**src/rtl/dcache_sched_pkg.sv**
```systemverilog
// -----------------------------------------------------------------------------
// dcache_sched_pkg
// Shared definitions for the data-cache port scheduler:
//   - width constants (address, data, tag, cache index)
//   - req_t: one buffered load/store request
//   - iss_mode_t: how the buffered slots drive the cache in a given cycle
//   - idx_eq: cache-index collision compare
// -----------------------------------------------------------------------------
package dcache_sched_pkg;

    localparam int ADDR_W = 16;
    localparam int DATA_W = 16;
    localparam int TAG_W  = 4;
    localparam int IDX_W  = 8;

    typedef struct packed {
        logic              we;
        logic [ADDR_W-1:0] addr;
        logic [DATA_W-1:0] wdata;
        logic [TAG_W-1:0]  tag;
    } req_t;

    typedef enum logic [2:0] {
        ISS_NONE,
        ISS_LD,
        ISS_ST,
        ISS_SPLIT,
        ISS_FWD
    } iss_mode_t;

    // Two requests touch the same cache word when their index bits agree.
    function automatic logic idx_eq(input logic [IDX_W-1:0] a, input logic [IDX_W-1:0] b);
        return a == b;
    endfunction

endpackage

```
**src/rtl/dcache_sched_if.sv**
```systemverilog
// -----------------------------------------------------------------------------
// dcache_sched_if
// Bundles the two issue-lane request/response channels and the dual-port
// cache bus of the scheduler.
//   slave  : scheduler side (takes requests and cache read data, drives
//            ready, cache address/data/write enable and responses)
//   master : lane + cache side (drives requests and cache read data)
// Signals:
//   reqN_valid/ready/we/addr/wdata/tag    lane N request, N = 0,1
//   mem_write, mem_access_addrN,
//   mem_write_dataN, mem_read_dataN       cache ports 0/1
//   rspN_valid/we/tag/data                lane N response (no backpressure)
// -----------------------------------------------------------------------------
interface dcache_sched_if;
    import dcache_sched_pkg::*;

    logic              req0_valid;
    logic              req0_ready;
    logic              req0_we;
    logic [ADDR_W-1:0] req0_addr;
    logic [DATA_W-1:0] req0_wdata;
    logic [TAG_W-1:0]  req0_tag;

    logic              req1_valid;
    logic              req1_ready;
    logic              req1_we;
    logic [ADDR_W-1:0] req1_addr;
    logic [DATA_W-1:0] req1_wdata;
    logic [TAG_W-1:0]  req1_tag;

    logic              mem_write;
    logic [ADDR_W-1:0] mem_access_addr0;
    logic [ADDR_W-1:0] mem_access_addr1;
    logic [DATA_W-1:0] mem_write_data0;
    logic [DATA_W-1:0] mem_write_data1;
    logic [DATA_W-1:0] mem_read_data0;
    logic [DATA_W-1:0] mem_read_data1;

    logic              rsp0_valid;
    logic              rsp0_we;
    logic [TAG_W-1:0]  rsp0_tag;
    logic [DATA_W-1:0] rsp0_data;

    logic              rsp1_valid;
    logic              rsp1_we;
    logic [TAG_W-1:0]  rsp1_tag;
    logic [DATA_W-1:0] rsp1_data;

    modport slave (
        input  req0_valid, req0_we, req0_addr, req0_wdata, req0_tag,
        input  req1_valid, req1_we, req1_addr, req1_wdata, req1_tag,
        input  mem_read_data0, mem_read_data1,
        output req0_ready, req1_ready,
        output mem_write, mem_access_addr0, mem_access_addr1,
        output mem_write_data0, mem_write_data1,
        output rsp0_valid, rsp0_we, rsp0_tag, rsp0_data,
        output rsp1_valid, rsp1_we, rsp1_tag, rsp1_data
    );

    modport master (
        output req0_valid, req0_we, req0_addr, req0_wdata, req0_tag,
        output req1_valid, req1_we, req1_addr, req1_wdata, req1_tag,
        output mem_read_data0, mem_read_data1,
        input  req0_ready, req1_ready,
        input  mem_write, mem_access_addr0, mem_access_addr1,
        input  mem_write_data0, mem_write_data1,
        input  rsp0_valid, rsp0_we, rsp0_tag, rsp0_data,
        input  rsp1_valid, rsp1_we, rsp1_tag, rsp1_data
    );

endinterface

```
**src/rtl/dcache_sched_slot.sv**
```systemverilog
// -----------------------------------------------------------------------------
// dcache_sched_slot
// One-entry request holding register.
// Ports:
//   clk, rst_n  clock, asynchronous active-low reset (clears valid only)
//   load        capture d; wins over clear so an issuing slot can refill
//   clear       drop the held request (it issued this cycle)
//   d           incoming request
//   valid, q    slot occupancy and held request
// -----------------------------------------------------------------------------
module dcache_sched_slot
    import dcache_sched_pkg::*;
(
    input  logic clk,
    input  logic rst_n,
    input  logic load,
    input  logic clear,
    input  req_t d,
    output logic valid,
    output req_t q
);

    always_ff @(posedge clk or negedge rst_n) begin
        if (!rst_n) begin
            valid <= 1'b0;
        end else if (load) begin
            valid <= 1'b1;
        end else if (clear) begin
            valid <= 1'b0;
        end
    end

    // Payload is only observed while valid, so it needs no reset.
    always_ff @(posedge clk) begin
        if (load) begin
            q <= d;
        end
    end

endmodule

```
**src/rtl/dcache_sched.sv**
```systemverilog
// -----------------------------------------------------------------------------
// dcache_sched
// Schedules two load/store issue lanes onto a dual-port 256x16 data cache
// whose single write enable writes both ports. Each lane owns a one-entry
// slot; every cycle the slots are decoded into an issue mode:
//   NONE  nothing pending
//   LD    only loads: slot N on port N (a lone load is mirrored)
//   ST    only stores: younger store on port 1 so it wins an index collision
//   SPLIT load + store: the older slot issues alone, the younger waits
//   FWD   older store + younger load to the same index issue together, the
//         load returns the store data (only with DCACHE_SCHED_FWD_EN defined)
// Responses are registered one edge after issue.
// Ports:
//   clk    clock
//   rst_n  asynchronous active-low reset
//   bus    dcache_sched_if.slave: lane requests/responses and cache bus
// Build option: define DCACHE_SCHED_FWD_EN to enable the FWD issue mode.
// -----------------------------------------------------------------------------
module dcache_sched
    import dcache_sched_pkg::*;
(
    input  logic          clk,
    input  logic          rst_n,
    dcache_sched_if.slave bus
);

    req_t      d0, d1, s0, s1;
    logic      v0, v1;
    logic      ld0, ld1;
    logic      iss0, iss1;
    logic      rdy0, rdy1;
    logic      older;          // 1: S1 is the older slot, 0: S0 is older
    iss_mode_t mode;

    logic              old_we;
    logic [ADDR_W-1:0] old_addr, young_addr, lone_addr;
    logic [DATA_W-1:0] old_wdata, young_wdata, lone_wdata;

    logic              mem_we;
    logic [ADDR_W-1:0] port_addr0, port_addr1;
    logic [DATA_W-1:0] port_wdata0, port_wdata1;
    logic [DATA_W-1:0] rdat0, rdat1;

    logic [1:0]        vld_p1;
    logic [1:0]        we_p1;
    logic [TAG_W-1:0]  tag0_p1, tag1_p1;
    logic [DATA_W-1:0] data0_p1, data1_p1;

    assign d0 = '{we: bus.req0_we, addr: bus.req0_addr, wdata: bus.req0_wdata, tag: bus.req0_tag};
    assign d1 = '{we: bus.req1_we, addr: bus.req1_addr, wdata: bus.req1_wdata, tag: bus.req1_tag};

    // Ready is a function of slot state only, never of req*_valid.
    assign rdy0 = !v0 || iss0;
    assign rdy1 = !v1 || iss1;
    assign ld0  = bus.req0_valid && rdy0;
    assign ld1  = bus.req1_valid && rdy1;

    assign bus.req0_ready = rdy0;
    assign bus.req1_ready = rdy1;

    dcache_sched_slot u_slot0 (
        .clk   (clk),
        .rst_n (rst_n),
        .load  (ld0),
        .clear (iss0),
        .d     (d0),
        .valid (v0),
        .q     (s0)
    );

    dcache_sched_slot u_slot1 (
        .clk   (clk),
        .rst_n (rst_n),
        .load  (ld1),
        .clear (iss1),
        .d     (d1),
        .valid (v1),
        .q     (s1)
    );

    // A slot loading alone becomes the younger one: if the other slot holds
    // it is older; if the other slot is empty the bit is rewritten when it
    // next loads. Both loading together makes S0 older.
    always_ff @(posedge clk or negedge rst_n) begin
        if (!rst_n) begin
            older <= 1'b0;
        end else if (ld0 || ld1) begin
            older <= ld0 && !ld1;
        end
    end

    assign old_we      = older ? s1.we    : s0.we;
    assign old_addr    = older ? s1.addr  : s0.addr;
    assign old_wdata   = older ? s1.wdata : s0.wdata;
    assign young_addr  = older ? s0.addr  : s1.addr;
    assign young_wdata = older ? s0.wdata : s1.wdata;
    assign lone_addr   = v0 ? s0.addr  : s1.addr;
    assign lone_wdata  = v0 ? s0.wdata : s1.wdata;

    always_comb begin
        mode = ISS_NONE;
        if (v0 && v1) begin
            if (s0.we == s1.we) begin
                mode = s0.we ? ISS_ST : ISS_LD;
            end else begin
                mode = ISS_SPLIT;
`ifdef DCACHE_SCHED_FWD_EN
                // Mixed pair: an older store means the younger is the load.
                if (old_we && idx_eq(s0.addr[IDX_W-1:0], s1.addr[IDX_W-1:0])) begin
                    mode = ISS_FWD;
                end
`endif
            end
        end else if (v0 || v1) begin
            mode = (v0 ? s0.we : s1.we) ? ISS_ST : ISS_LD;
        end
    end

    always_comb begin
        iss0        = 1'b0;
        iss1        = 1'b0;
        mem_we      = 1'b0;
        port_addr0  = '0;
        port_addr1  = '0;
        port_wdata0 = '0;
        port_wdata1 = '0;
        case (mode)
            ISS_LD: begin
                iss0       = v0;
                iss1       = v1;
                port_addr0 = v0 ? s0.addr : s1.addr;
                port_addr1 = v1 ? s1.addr : s0.addr;
            end
            ISS_ST: begin
                iss0   = v0;
                iss1   = v1;
                mem_we = 1'b1;
                if (v0 && v1) begin
                    port_addr0  = old_addr;
                    port_wdata0 = old_wdata;
                    port_addr1  = young_addr;
                    port_wdata1 = young_wdata;
                end else begin
                    port_addr0  = lone_addr;
                    port_wdata0 = lone_wdata;
                    port_addr1  = lone_addr;
                    port_wdata1 = lone_wdata;
                end
            end
            ISS_SPLIT: begin
                iss0       = !older;
                iss1       = older;
                mem_we     = old_we;
                port_addr0 = old_addr;
                port_addr1 = old_addr;
                if (old_we) begin
                    port_wdata0 = old_wdata;
                    port_wdata1 = old_wdata;
                end
            end
            ISS_FWD: begin
                iss0        = 1'b1;
                iss1        = 1'b1;
                mem_we      = 1'b1;
                port_addr0  = old_addr;
                port_addr1  = old_addr;
                port_wdata0 = old_wdata;
                port_wdata1 = old_wdata;
            end
            default: begin
            end
        endcase
    end

    assign bus.mem_write        = mem_we;
    assign bus.mem_access_addr0 = port_addr0;
    assign bus.mem_access_addr1 = port_addr1;
    assign bus.mem_write_data0  = port_wdata0;
    assign bus.mem_write_data1  = port_wdata1;

    // Slot N always reads through port N (mirroring makes this hold for a
    // lone load too); in FWD the load takes the store's data instead.
    assign rdat0 = s0.we ? s0.wdata : ((mode == ISS_FWD) ? old_wdata : bus.mem_read_data0);
    assign rdat1 = s1.we ? s1.wdata : ((mode == ISS_FWD) ? old_wdata : bus.mem_read_data1);

    // ---- stage p1: responses registered at the issue edge ----
    always_ff @(posedge clk or negedge rst_n) begin
        if (!rst_n) begin
            vld_p1   <= '0;
            we_p1    <= '0;
            tag0_p1  <= '0;
            tag1_p1  <= '0;
            data0_p1 <= '0;
            data1_p1 <= '0;
        end else begin
            vld_p1 <= {iss1, iss0};
            if (iss0) begin
                we_p1[0] <= s0.we;
                tag0_p1  <= s0.tag;
                data0_p1 <= rdat0;
            end
            if (iss1) begin
                we_p1[1] <= s1.we;
                tag1_p1  <= s1.tag;
                data1_p1 <= rdat1;
            end
        end
    end

    assign bus.rsp0_valid = vld_p1[0];
    assign bus.rsp0_we    = we_p1[0];
    assign bus.rsp0_tag   = tag0_p1;
    assign bus.rsp0_data  = data0_p1;
    assign bus.rsp1_valid = vld_p1[1];
    assign bus.rsp1_we    = we_p1[1];
    assign bus.rsp1_tag   = tag1_p1;
    assign bus.rsp1_data  = data1_p1;

endmodule

```
**src/flat_wrapper.sv**
```systemverilog
// flat-port wrapper written by rule: the top's interface ports become plain ports
module dcache_sched_flat import dcache_sched_pkg::*;
  (clk, rst_n, bus_req0_valid, bus_req0_we, bus_req0_addr, bus_req0_wdata, bus_req0_tag, bus_req1_valid, bus_req1_we, bus_req1_addr, bus_req1_wdata, bus_req1_tag, bus_mem_read_data0, bus_mem_read_data1, bus_req0_ready, bus_req1_ready, bus_mem_write, bus_mem_access_addr0, bus_mem_access_addr1, bus_mem_write_data0, bus_mem_write_data1, bus_rsp0_valid, bus_rsp0_we, bus_rsp0_tag, bus_rsp0_data, bus_rsp1_valid, bus_rsp1_we, bus_rsp1_tag, bus_rsp1_data);
  dcache_sched_if bus_i ();
  input  logic clk;
  input  logic rst_n;
  input wire logic [$bits(bus_i.req0_valid)-1:0] bus_req0_valid;
  input wire logic [$bits(bus_i.req0_we)-1:0] bus_req0_we;
  input wire logic [$bits(bus_i.req0_addr)-1:0] bus_req0_addr;
  input wire logic [$bits(bus_i.req0_wdata)-1:0] bus_req0_wdata;
  input wire logic [$bits(bus_i.req0_tag)-1:0] bus_req0_tag;
  input wire logic [$bits(bus_i.req1_valid)-1:0] bus_req1_valid;
  input wire logic [$bits(bus_i.req1_we)-1:0] bus_req1_we;
  input wire logic [$bits(bus_i.req1_addr)-1:0] bus_req1_addr;
  input wire logic [$bits(bus_i.req1_wdata)-1:0] bus_req1_wdata;
  input wire logic [$bits(bus_i.req1_tag)-1:0] bus_req1_tag;
  input wire logic [$bits(bus_i.mem_read_data0)-1:0] bus_mem_read_data0;
  input wire logic [$bits(bus_i.mem_read_data1)-1:0] bus_mem_read_data1;
  output wire logic [$bits(bus_i.req0_ready)-1:0] bus_req0_ready;
  output wire logic [$bits(bus_i.req1_ready)-1:0] bus_req1_ready;
  output wire logic [$bits(bus_i.mem_write)-1:0] bus_mem_write;
  output wire logic [$bits(bus_i.mem_access_addr0)-1:0] bus_mem_access_addr0;
  output wire logic [$bits(bus_i.mem_access_addr1)-1:0] bus_mem_access_addr1;
  output wire logic [$bits(bus_i.mem_write_data0)-1:0] bus_mem_write_data0;
  output wire logic [$bits(bus_i.mem_write_data1)-1:0] bus_mem_write_data1;
  output wire logic [$bits(bus_i.rsp0_valid)-1:0] bus_rsp0_valid;
  output wire logic [$bits(bus_i.rsp0_we)-1:0] bus_rsp0_we;
  output wire logic [$bits(bus_i.rsp0_tag)-1:0] bus_rsp0_tag;
  output wire logic [$bits(bus_i.rsp0_data)-1:0] bus_rsp0_data;
  output wire logic [$bits(bus_i.rsp1_valid)-1:0] bus_rsp1_valid;
  output wire logic [$bits(bus_i.rsp1_we)-1:0] bus_rsp1_we;
  output wire logic [$bits(bus_i.rsp1_tag)-1:0] bus_rsp1_tag;
  output wire logic [$bits(bus_i.rsp1_data)-1:0] bus_rsp1_data;
  assign bus_i.req0_valid = bus_req0_valid;
  assign bus_i.req0_we = bus_req0_we;
  assign bus_i.req0_addr = bus_req0_addr;
  assign bus_i.req0_wdata = bus_req0_wdata;
  assign bus_i.req0_tag = bus_req0_tag;
  assign bus_i.req1_valid = bus_req1_valid;
  assign bus_i.req1_we = bus_req1_we;
  assign bus_i.req1_addr = bus_req1_addr;
  assign bus_i.req1_wdata = bus_req1_wdata;
  assign bus_i.req1_tag = bus_req1_tag;
  assign bus_i.mem_read_data0 = bus_mem_read_data0;
  assign bus_i.mem_read_data1 = bus_mem_read_data1;
  assign bus_req0_ready = bus_i.req0_ready;
  assign bus_req1_ready = bus_i.req1_ready;
  assign bus_mem_write = bus_i.mem_write;
  assign bus_mem_access_addr0 = bus_i.mem_access_addr0;
  assign bus_mem_access_addr1 = bus_i.mem_access_addr1;
  assign bus_mem_write_data0 = bus_i.mem_write_data0;
  assign bus_mem_write_data1 = bus_i.mem_write_data1;
  assign bus_rsp0_valid = bus_i.rsp0_valid;
  assign bus_rsp0_we = bus_i.rsp0_we;
  assign bus_rsp0_tag = bus_i.rsp0_tag;
  assign bus_rsp0_data = bus_i.rsp0_data;
  assign bus_rsp1_valid = bus_i.rsp1_valid;
  assign bus_rsp1_we = bus_i.rsp1_we;
  assign bus_rsp1_tag = bus_i.rsp1_tag;
  assign bus_rsp1_data = bus_i.rsp1_data;
  dcache_sched u_core (.clk(clk), .rst_n(rst_n), .bus(bus_i));
endmodule
```
**config.mk**
```make
export PLATFORM = sky130hd
export DESIGN_NAME = dcache_sched_flat
export DESIGN_NICKNAME = d
export VERILOG_FILES = /design/src/rtl/dcache_sched_pkg.sv /design/src/rtl/dcache_sched_if.sv /design/src/rtl/dcache_sched_slot.sv /design/src/rtl/dcache_sched.sv /design/src/flat_wrapper.sv
export SDC_FILE = /design/constraint.sdc
export NUM_CORES = 1
export LEC_CHECK = 0
export ABC_AREA = 0
export ABC_CLOCK_PERIOD_IN_PS = 6100
export CAP_MARGIN = 25
export CORE_ASPECT_RATIO = 0.7
export CORE_MARGIN = 2
export CORE_UTILIZATION = 40
export DETAILED_ROUTE_END_ITERATION = 6
export PLACE_DENSITY = 0.67
export SYNTH_ARGS = -nofsm -noshare
export SYNTH_HDL_FRONTEND = slang
export SYNTH_SLANG_ARGS = --single-unit
```
**constraint.sdc**
```tcl
create_clock -name clk -period 6.1 [get_ports clk]
set_input_delay 0.61 -clock clk [delete_from_list [all_inputs] [get_ports clk]]
set_output_delay 0.61 -clock clk [all_outputs]
set_load 0.005 [all_outputs]
```
==> flow_summary.yaml <==
yosys:
  synth.mux.area_fraction_pct: 15.8
  syn_area_um2: 7180
  yosysUniqueCellTypes: 39
  synthAdderAreaFrac_pct: 0.697
  ys_seq_area_share_pct: 47.4
  syn-instance-count: 709
  yosysMostFrequentCell: "nor2_1"
  yosysWarnings: 0
  synth_ff_type: "edfxtp_1"
  yosysTopAreaCellShare_pct: 31.0
  synth-compound-area-share_pct: 18.0
  synthTopCellsByArea: "edfxtp_1 31%, dfrtp_1 16%, mux2_2 9.1%"
  synth_top_area_cell: "edfxtp_1"
  synth_commonest_cells: "94 x nor2_1, 82 x nand2_1, 74 x edfxtp_1"
  ys_seq_elements: 121
  synth_top_family_by_area: "compound AO/OA/AOI/OAI gates"
  synth_area_per_cell_um2: 10.1
  syn_nets: 823
  synthSimpleGateAreaFrac_pct: 13.0
  synth_async_sr_flop_share_pct: 38.8
  synth-xor-area-share_pct: 0
  synth_edf_count: 74
floorplanning:
  ios: 221
  die_x_um: 164
  num_rows: 40
  design.core.area_um2: 17400
  die_h_um: 116
  start_util_pct: 41.3
  dieArea_um2: 19000
clock_tree:
  cts_hold_buf: 0
  worst_skew_pair.late_latency_ps: 430
  cts.clk_slew.worst_paths_ps: 60
  cts_max_level: 4
  cts.sinks: 121
  cts_setup_buffers: 0
  cts_tree: "built"
  cts_buffers: 17
  cts-resized-gates: 0
  cts-root-buf: "clkbuf_16"
  cts_buffer_depth: 2
power_and_ir_drop:
  power_leakage_nw: 3.75
  p_total_w: 0.00648
  powerDensity_nw_per_um2: 641
  peakVddDrop_mv: 0.313
sta:
  final_hold_viol_count: 0
  fin_crit_ps: 4890
  worst-slew-pin-transition_ps: 978
  rsz0062_at_grt: "no"
  setup_viol_count_final: 0
  timing.setup.tns_ps: 0
  whs_ps: 302
  fmax_ghz: 0.204
  relSlewSlack_pct: 34.8
  slew_viol_final: 0
  fin_worst_skew_ps: 10.0
  fin_crit_sh_pct: 80.2
status:
  outcome: "finished clean"
routing:
  avgRoutedWirePerCell_um: 19.9
  drt-pass1-iter-count: 7
  vias: 6371
  finalWirelength_um: 22800
  drc: 0
  via_per_inst: 5.57
  drt_iter0_markers: 753
  detail-route-antenna-nets: 0
global_routing:
  antenna_found_initial: 0
  grt_max_degree: 65
  overflow: 0
  grt_pass1_wl_um: 34000
  grt_pass1_vias: 5786
  grtUsageTotal_pct: 23.9
cells_and_area:
  syn_to_final_growth_pct: 40.9
  utilization_pct: 58.2
  fillers: 1507
  antennaDiodeCount: 0
  layout-drive-gt1-share_pct: 13.1
  final_net_count: 1014
setup_path:
  critical_path_class: "reg2out"
  worst_path_max_delay_cell: "dfrtp_2"
  max_stage_delay_ps: 910
  crit_chain: "a22oi_1 -> inv_1 -> ha_1 -> inv_1 -> nor2_1 -> o221ai_1 -> o21ai_0 -> clkdlybuf4s50_1"
  endpoint_kind: "primary output"
  reg2reg_to: "u_core.u_slot0.q[7]"
  cp.arrival_ps: 4280
  path_delay_family: "buffers and inverters"
  r2r_cells: 7
  crit_buf_inv: 3
  cp.required_ps: 5490
  r2r-start: "u_core.u_slot1.valid"
  r2r_slack_ps: 1960
  cpMostUsedCell: "inv_1"
  critPathLaunchType: "flip-flop"
  crit_fanout: 36
place:
  numPortBuffers: 220
  dp_hpwl_um: 15500
  finalWeightedCongestion: 0.823
flow_run:
  maxCapViolCount: 0
worst_hold_path:
  hp-class: "in2async"
## layer usage
layer,vias up,wire length (µm),global-route usage [%]
li1,3023,-,-
met1,3005,10900,36.3
met2,324,9480,33.6
met3,19,2230,6.80
met4,0,221,5.56
met5,-,0,0
## how the worst max path moves through the flow
stage / startpoint / to / cells past startpoint
after CTS: u_core.u_slot1.valid / bus_mem_write_data0[14] / 8
after detailed placement: u_core.u_slot1.valid / bus_mem_write_data0[14] / 8
after global placement: u_core.u_slot1.valid / bus_mem_write_data0[14] / 8
final: u_core.u_slot1.valid / bus_mem_write_data0[14] / 8
after floorplan: u_core.u_slot0.q[36] / u_core.u_slot1.q[0] / 9
after global routing: u_core.u_slot1.valid / bus_mem_write_data0[14] / 8
## cells in the final DEF, fill, tap and decap left out, drive strengths merged, types with 33 or more instances in the layout
master / count
edfxtp: 74
a21oi: 34
mux2i: 48
mux2: 58
clkdlybuf4s50: 219
o21ai: 37
dfrtp: 47
nand3: 35
nor2: 94
nand2: 82
a31oi: 33
## cell type report
class | count | area [µm²] | area share (%)
Clock buffer | 18 | 450 | 4.45
Sequential cell | 121 | 3400 | 33.6
Clock inverter | 14 | 151 | 1.50
Multi-Input combinational cell | 518 | 3430 | 33.9
Inverter | 10 | 37.5 | 0.371
Timing Repair Buffer | 232 | 2350 | 23.3
Tap cell | 231 | 289 | 2.86
## logic make-up after synthesis
family,Yosys count
AND/OR/NAND/NOR,223
multiplexers,106
AO/OA/AOI/OAI,185
flip-flops,121
adder cells (fa/ha/maj),4
buffers and inverters,70
## per-stage QoR
step	setup slack, ps	area, µm²	instances
floorplan	2970	7180	709
global placement	1770	9410	1108
detailed placement	1670	9460	1110
CTS	1200	10100	1142
global route	958	10100	1144
finish	1210	10100	1144
## worst reg2reg max path, stage by stage (launching register included)
cell and delay (ps):
dfrtp_2 910, a22oi_1 280, inv_1 150, ha_1 810, nand2b_4 100, a21oi_4 790, o21a_2 520, buf_12 260
## power by group
part | internal, W | switching [W] | leakage, nW
Clock | 0.000604 | 0.000426 | 0.292
Combinational | 0.00198 | 0.00181 | 2.23
Sequential | 0.00128 | 0.000374 | 1.22
Total | 0.00386 | 0.00261 | 3.75
## state kept, by name, summed over array words and instances, names as in the netlist, 2 cells and up
register              flops
u_core.u_slot0.q         37
u_core.we_p1              2
u_core.bus.rsp1_tag       4
u_core.bus.rsp0_tag       4
u_core.vld_p1             2
u_core.bus.rsp0_data     16
u_core.u_slot1.q         37
u_core.bus.rsp1_data     16
(Power assumes the default switching activity.)
